### src/rtl/adder_pkg.sv
// Shared definitions for the bit-serial adder: controller state encoding.
// Combinational helpers only; no latency, no flow control.
// The illegal encoding 2'd3 is folded back to IDLE by state_decode.
package adder_pkg;

    localparam logic [1:0] ST_IDLE = 2'd0;
    localparam logic [1:0] ST_RUN  = 2'd1;
    localparam logic [1:0] ST_DONE = 2'd2;

    function automatic logic [1:0] state_decode(input logic [1:0] st);
        return (st == 2'd3) ? ST_IDLE : st;
    endfunction

endpackage

### src/rtl/full_adder_cell.sv
// One-bit full adder cell shared by the serial controller.
// Purely combinational, zero latency; no flow control.
// Outputs follow the inputs with no stalling.
module full_adder_cell (
    input  logic a,
    input  logic b,
    input  logic ci,
    output logic s,
    output logic co
);

    assign s  = a ^ b ^ ci;
    assign co = (a & b) | (ci & (a ^ b));

endmodule

### src/rtl/serial_add_ctrl.sv
// Bit-serial adder: one shared full-adder cell walks the operands LSB first.
// Latency WIDTH+1 cycles start->done; start is ignored (not queued) while busy.
// sum/cout are updated only when a result completes and are held otherwise.
module serial_add_ctrl
    import adder_pkg::*;
#(
    parameter int WIDTH = 8
) (
    input  logic             clk,
    input  logic             rst_n,
    input  logic             start,
    input  logic [WIDTH-1:0] a,
    input  logic [WIDTH-1:0] b,
    input  logic             cin,
    output logic             busy,
    output logic             done,
    output logic [WIDTH-1:0] sum,
    output logic             cout
);

    localparam int               CNT_W = $clog2(WIDTH);
    localparam logic [CNT_W-1:0] LAST  = CNT_W'(WIDTH - 1);

    logic [1:0]       state;
    logic [1:0]       st;
    logic [WIDTH-1:0] a_sh;
    logic [WIDTH-1:0] b_sh;
    // Bit 0 of the sum shift register would be shifted out unread, so it is not kept.
    logic [WIDTH-1:1] s_sh;
    logic             c;
    logic [CNT_W-1:0] cnt;
    logic             s;
    logic             co;
    logic [WIDTH-1:0] s_nxt;

    full_adder_cell u_fa (
        .a  (a_sh[0]),
        .b  (b_sh[0]),
        .ci (c),
        .s  (s),
        .co (co)
    );

    assign st    = state_decode(state);
    assign s_nxt = {s, s_sh};
    assign busy  = (st == ST_RUN);
    assign done  = (st == ST_DONE);

    always_ff @(posedge clk or negedge rst_n) begin
        if (!rst_n) begin
            state <= ST_IDLE;
            a_sh  <= '0;
            b_sh  <= '0;
            s_sh  <= '0;
            c     <= 1'b0;
            cnt   <= '0;
            sum   <= '0;
            cout  <= 1'b0;
        end else begin
            case (st)
                ST_IDLE: begin
                    if (start) begin
                        a_sh  <= a;
                        b_sh  <= b;
                        c     <= cin;
                        cnt   <= '0;
                        state <= ST_RUN;
                    end
                end
                ST_RUN: begin
                    a_sh <= {1'b0, a_sh[WIDTH-1:1]};
                    b_sh <= {1'b0, b_sh[WIDTH-1:1]};
                    s_sh <= s_nxt[WIDTH-1:1];
                    c    <= co;
                    if (cnt == LAST) begin
                        sum   <= s_nxt;
                        cout  <= co;
                        state <= ST_DONE;
                    end else begin
                        cnt <= cnt + 1'b1;
                    end
                end
                default: begin
                    state <= ST_IDLE;
                end
            endcase
        end
    end

endmodule
### config.mk
export PLATFORM = sky130hd
export DESIGN_NAME = serial_add_ctrl
export DESIGN_NICKNAME = d
export VERILOG_FILES = /design/src/rtl/adder_pkg.sv /design/src/rtl/full_adder_cell.sv /design/src/rtl/serial_add_ctrl.sv
export SDC_FILE = /design/constraint.sdc
export NUM_CORES = 1
export LEC_CHECK = 0
export CORE_ASPECT_RATIO = 1.1
export CORE_MARGIN = 2
export CORE_UTILIZATION = 46
export CTS_BUF_LIST = sky130_fd_sc_hd__clkbuf_8 sky130_fd_sc_hd__clkbuf_16
export DETAILED_ROUTE_END_ITERATION = 16
export GPL_TIMING_DRIVEN = 0
export PLACE_DENSITY = 0.74
export SYNTH_ARGS = -nofsm -noshare
export SYNTH_HDL_FRONTEND = slang
export SYNTH_SLANG_ARGS = --single-unit
### constraint.sdc
create_clock -name clk -period 1.7 [get_ports clk]
set_input_delay 0.34 -clock clk [delete_from_list [all_inputs] [get_ports clk]]
set_output_delay 0.34 -clock clk [all_outputs]
set_load 0.05 [all_outputs]
==> flow_metrics.py, run 1 <==
metrics = {
    "outcome": {
        "status": "finished clean",
    },
    "setup_path": {
        "rrSetupSlack_ns": 0.08,
        "worstPathCellList": "inv_1, ha_2, clkbuf_4",
        "endpoint": "busy",
        "cp-end-kind": "output pin",
        "start_kind": "register",
        "worst_ep_required_time_ns": 1.36,
        "crit_type": "register to output pin",
        "worstPathMaxFanout": 6,
        "r2r_end": "cnt[0]",
        "critPathBufInv": 2,
        "slowest_stage": "dfrtp_1",
        "critPathArrivalTime_ns": 1.35,
        "reg2reg_from": "cnt[0]",
        "worst_path_dominant_cell_family": "flip-flops",
        "critPathMaxStageDelay_ns": 0.42,
        "cp.depth": 3,
        "reg2reg_depth": 4,
        "crit_start": "state[1]",
    },
    "cells_and_area": {
        "syn_to_final_growth_pct": 31.8,
        "final_cell_area_um2": 2270,
        "final_util": 0.626,
        "instances_no_fill": 232,
        "nets": 207,
        "n_antenna_cell": 0,
        "fillCellCount": 335,
        "layout-drive-gt1-share": 0.247,
    },
    "place": {
        "placedCellCount": 219,
        "io_buffers": 30,
        "pre_cts_slack_ns": -0.155,
        "dp_hpwl_um": 2310,
        "gp_congestion": 0.705,
        "postPlaceCellArea_um2": 2080,
    },
    "timing": {
        "min_period_ns": 1.69,
        "maxSlewViolCount": 0,
        "post-route-worst-setup-slack_ns": 0.0133,
        "tightest_slew_ns": 0.809,
        "fmax_ghz": 0.593,
        "hold_viol_final": 0,
        "timing.hold.ws_ns": 0.138,
        "tns_ns": 0,
        "timing.clock.skew_ns": 0.0106,
        "rsz0062_at_grt": "yes",
        "setup_viol_count_final": 0,
        "final.period_utilization": 0.992,
        "max_slew_margin": 0.461,
    },
    "clock_tree": {
        "clkTransAtPathRegs_ns": 0.08,
        "cts_tree": "built",
        "cts.htree.levels": 2,
        "clockBufferDepth": 2,
        "clkSinkCount": 38,
        "hold_buffers": 0,
        "cts_made_buffers": 5,
        "insertion_delay_ns": 0.29,
        "root_buffer": "clkbuf_8",
    },
    "run": {
        "drv_cap": 0,
    },
    "synthesis": {
        "yosysTopAreaCell": "dfrtp_1",
        "syn_inst": 139,
        "synth_cell_types": 22,
        "synth_edf_count": 0,
        "async_flop_share": 1.00,
        "synth.net_count": 165,
        "yosys_warnings": 0,
        "ys_top_cells_by_area": "dfrtp_1, mux2_2, mux2i_1",
        "synth_flop_cell": "dfrtp_1",
        "ys_seq_area_frac": 0.552,
        "yosysMostFrequentCell": "dfrtp_1",
        "synth_top_area_frac": 0.552,
        "synth_top_cells_by_count": "dfrtp_1, nand2_1, mux2i_1",
        "postSynthAreaPerCell_um2": 12.4,
        "synth_area_um2": 1720,
        "ys_ff_latch": 38,
    },
    "global_routing": {
        "grt-ovfl-total": 0,
        "antenna_found_initial": 0,
        "grt_max_degree": 39,
        "grt.total_usage": 0.169,
        "grt_pass1_wl_um": 5440,
        "grt_pass1_vias": 1211,
    },
    "floorplanning": {
        "die-width_um": 62.3,
        "rows": 23,
        "start_util": 0.475,
        "dieArea_um2": 4250,
        "die_h_um": 68.2,
        "ios": 31,
        "core_um2": 3630,
    },
    "routing": {
        "viasPerCell": 5.03,
        "wl_met2_um": 1750,
        "route.met3.wl_um": 161,
        "top_layer": "met4",
        "wl_met1_um": 1240,
        "drtAntennaViolNets": 0,
        "routed_wl_um": 3200,
        "wire_per_inst_um": 13.8,
        "first_iter_violations": 24,
        "vias": 1166,
        "first_pass_iters": 4,
        "drc": 0,
    },
    "power": {
        "p_leak_nw": 1.10,
        "vdd_drop_max_v": 0.000876,
        "power_mw": 4.43,
        "p_per_area_nw_per_um2": 1950,
    },
    "worst_hold_path": {
        "hp-class": "input pin to asynchronous set/reset pin",
    },
}
final cells by class:
type / count / area, um2 / share of cell area
repair buffers: 35 / 320 / 0.141
plain buffers: 6 / 43.8 / 0.0193
inverters: 5 / 18.8 / 0.00827
clock inverters: 3 / 68.8 / 0.0303
multi-input cells: 90 / 734 / 0.324
well taps: 50 / 62.6 / 0.0276
flip-flops and latches: 38 / 951 / 0.419
clock buffers: 5 / 68.8 / 0.0303
registers in the layout, summed over array words and instances, names as in the netlist:
signal,cells
b_sh,8
cnt,3
a_sh,8
c,1
sum,8
state,2
cout,1
s_sh,7
timing repair:
action	4_1_cts	5_1_grt
pin swaps	1	1
gates resized for setup	20	2
setup buffers	2	3
endpoints found under the setup margin	29	9
worst min path at each step:
stage                        from  endpoint  slack (ns)  cells after the start
after floorplan             rst_n   a_sh[0]        0.04                      0
after global placement    b_sh[1]   b_sh[1]        0.46                      2
after detailed placement  b_sh[4]   b_sh[4]        0.47                      2
after CTS                   rst_n   s_sh[4]        0.17                      1
after global routing        rst_n    sum[3]        0.20                      1
final                       rst_n   s_sh[4]        0.14                      1
logic make-up (layout without fill, tap and decap cells):
| kind of cell | after synthesis | after routing | share of synthesized area |
|---|---|---|---|
| muxes | 35 | 35 | 0.220 |
| DFF | 38 | 38 | 0.552 |
| adders and majority gates | 6 | 6 | 0.0480 |
| and+or+nand+nor | 27 | 27 | 0.0720 |
| buffers and inverters | 11 | 54 | 0.0349 |
| AOI/OAI and AO/OA | 22 | 22 | 0.0727 |
cells in the final DEF (no fill, tap or decap):
master	count
clkbuf_4	2
ha_2	1
mux2i_4	1
dlygate4sd2_1	9
buf_2	3
fa_1	1
nor2b_4	1
clkdlybuf4s15_2	1
clkinv_4	1
ha_4	1
buf_6	1
nand2_2	1
mux2_4	1
mux2i_1	17
nor2b_1	1
nand2b_1	3
bufinv_16	2
a211oi_4	1
buf_4	7
inv_1	5
clkdlybuf4s50_1	18
nor2_1	2
ha_1	3
a21oi_1	3
dfrtp_1	38
clkbuf_8	5
o21ai_1	2
mux2_2	16
o21ai_0	16
nand2_1	19
where the power goes:
part,switching (mW),leakage (nW),internal (mW)
logic,1.08,0.546,0.921
clock network,0.314,0.0683,0.588
registers,0.225,0.486,1.31
total,1.62,1.10,2.81
routing by layer:
| metal | track usage | up-vias |
|---|---|---|
| met5 | 0 | - |
| met4 | 0.0583 | 0 |
| met3 | 0.0477 | 6 |
| met2 | 0.330 | 29 |
| met1 | 0.180 | 570 |
| li1 | - | 561 |
No activity file was read; power rests on OpenSTA's default activity.
==> run 2: changes to the inputs <==
Settings changed: PLACE_DENSITY 0.74 to default, PLACE_DENSITY_LB_ADDON from default to 0.3.
==> run 2 against run 1 <==
Combinational power is 4% lower. Flip-flop and latch count is the same. Hold slack better by 0.010 ns. Worst setup slack improved by 0.040 ns. Die area unchanged. Critical path depth up 2. Global-route usage decreased by 0.57 points.
==> flow_metrics.py, run 2 (synthesis gave the netlist of run 1 again) <==
metrics = {
    "cells_and_area": {
        "instances_no_fill": 229,
        "final_common_cell": "dfrtp_1",
        "reg.largest.list": "a_sh x8, b_sh x8, sum x8",
        "layout-drive-gt1-share": 0.235,
        "final_cell_area_um2": 2180,
        "fillCellCount": 335,
        "layout_common_cells": "dfrtp_1, nand2_1, clkdlybuf4s50_1, mux2i_1",
        "n_antenna_cell": 0,
        "final_util": 0.602,
        "nets": 205,
        "syn_to_final_growth_pct": 26.9,
    },
    "clock_tree": {
        "cts_made_buffers": 5,
        "clockBufferDepth": 2,
        "clkSinkCount": 38,
        "insertion_delay_ns": 0.29,
        "hold_buffers": 0,
        "clkTransAtPathRegs_ns": 0.07,
        "root_buffer": "clkbuf_8",
        "cts_tree": "built",
        "cts.htree.levels": 2,
    },
    "run": {
        "drv_cap": 0,
    },
    "setup_path": {
        "rrSetupSlack_ns": 0.05,
        "critPathMaxStageDelay_ns": 0.40,
        "worst_path_dominant_cell_family": "flip-flops",
        "endpoint": "cnt[0]",
        "crit_start": "state[0]",
        "slowest_stage": "dfrtp_1",
        "worst_ep_required_time_ns": 1.88,
        "worstPathMaxFanout": 4,
        "worstPathCellList": "inv_1, ha_2, nor2b_4, a211oi_4, mux2_4",
        "reg2reg_depth": 5,
        "cp-end-kind": "register",
        "reg2reg_from": "state[0]",
        "critPathArrivalTime_ns": 1.82,
        "crit_type": "register to register",
        "start_kind": "register",
        "cp.depth": 5,
        "critPathBufInv": 1,
        "r2r_end": "cnt[0]",
    },
    "global_routing": {
        "grt_max_degree": 39,
        "grt.total_usage": 0.164,
        "antenna_found_initial": 0,
        "grt_pass1_wl_um": 5230,
        "grt-ovfl-total": 0,
        "grt_pass1_vias": 1138,
    },
    "timing": {
        "rsz0062_at_grt": "yes",
        "fmax_ghz": 0.607,
        "max_slew_margin": 0.444,
        "post-route-worst-setup-slack_ns": 0.0538,
        "min_period_ns": 1.65,
        "tns_ns": 0,
        "timing.clock.skew_ns": 0.00743,
        "setup_viol_count_final": 0,
        "final.period_utilization": 0.968,
        "maxSlewViolCount": 0,
        "tightest_slew_ns": 0.834,
        "timing.hold.ws_ns": 0.148,
        "hold_viol_final": 0,
    },
    "routing": {
        "wire_per_inst_um": 13.5,
        "first_iter_violations": 28,
        "drc": 0,
        "first_pass_iters": 3,
        "drtAntennaViolNets": 0,
        "vias": 1152,
        "routed_wl_um": 3090,
        "viasPerCell": 5.03,
    },
    "place": {
        "dp_hpwl_um": 2250,
        "gp_congestion": 0.778,
        "placedCellCount": 219,
        "io_buffers": 30,
        "postPlaceCellArea_um2": 2080,
        "pre_cts_slack_ns": -0.179,
    },
    "power": {
        "p_per_area_nw_per_um2": 1840,
        "vdd_drop_max_v": 0.000797,
        "power_mw": 4.02,
        "p_leak_nw": 1.07,
    },
    "floorplanning": {
        "die_h_um": 68.2,
        "core_um2": 3630,
        "ios": 31,
        "dieArea_um2": 4250,
        "rows": 23,
        "die-width_um": 62.3,
        "start_util": 0.475,
    },
    "outcome": {
        "status": "finished clean",
    },
    "worst_hold_path": {
        "hp-class": "input pin to asynchronous set/reset pin",
    },
}
-- run 2: layout make-up --
| type | count | area, um2 | share of cell area |
|---|---|---|---|
| Clock buffer | 5 | 68.8 | 0.0315 |
| Timing Repair Buffer | 33 | 305 | 0.140 |
| Inverter | 5 | 18.8 | 0.00859 |
| Clock inverter | 2 | 10.0 | 0.00458 |
| Sequential cell | 38 | 951 | 0.435 |
| Buffer | 6 | 43.8 | 0.0200 |
| Tap cell | 50 | 62.6 | 0.0286 |
| Multi-Input combinational cell | 90 | 724 | 0.332 |
-- run 2: worst min path at each step --
stage	end	slack, ns	cells after the start
5_1_grt	sum[0]	0.20	1
3_3_place_gp	a_sh[3]	0.46	2
3_5_place_dp	sum[0]	0.48	1
6_report	b_sh[1]	0.15	1
4_1_cts	b_sh[1]	0.16	1
2_1_floorplan	a_sh[0]	0.04	0
-- run 2: power breakdown --
group | internal (mW) | switching, mW | total, mW
clock | 0.275 | 0.294 | 0.569
sequential | 1.31 | 0.225 | 1.53
combinational | 0.876 | 1.05 | 1.92
total | 2.46 | 1.56 | 4.02
-- run 2: metal layers --
metal,routed length (um),global-route usage,up-vias
li1,-,-,552
met1,1230,0.177,567
met2,1640,0.302,27
met3,172,0.0559,6
met4,55,0.0667,0
met5,0,0,-
-- run 2: repair_timing --
action                     CTS  global route
pin swaps                    1             1
gates resized for setup     19             3
buffers inserted             0             3
setup endpoints to repair   24            19
==> run 3: changes to the inputs <==
Settings changed: GPL_ROUTABILITY_DRIVEN from default to 0.
==> results of run 3 <==
No change in the layout: final DEF, timing and power equal those of run 2.
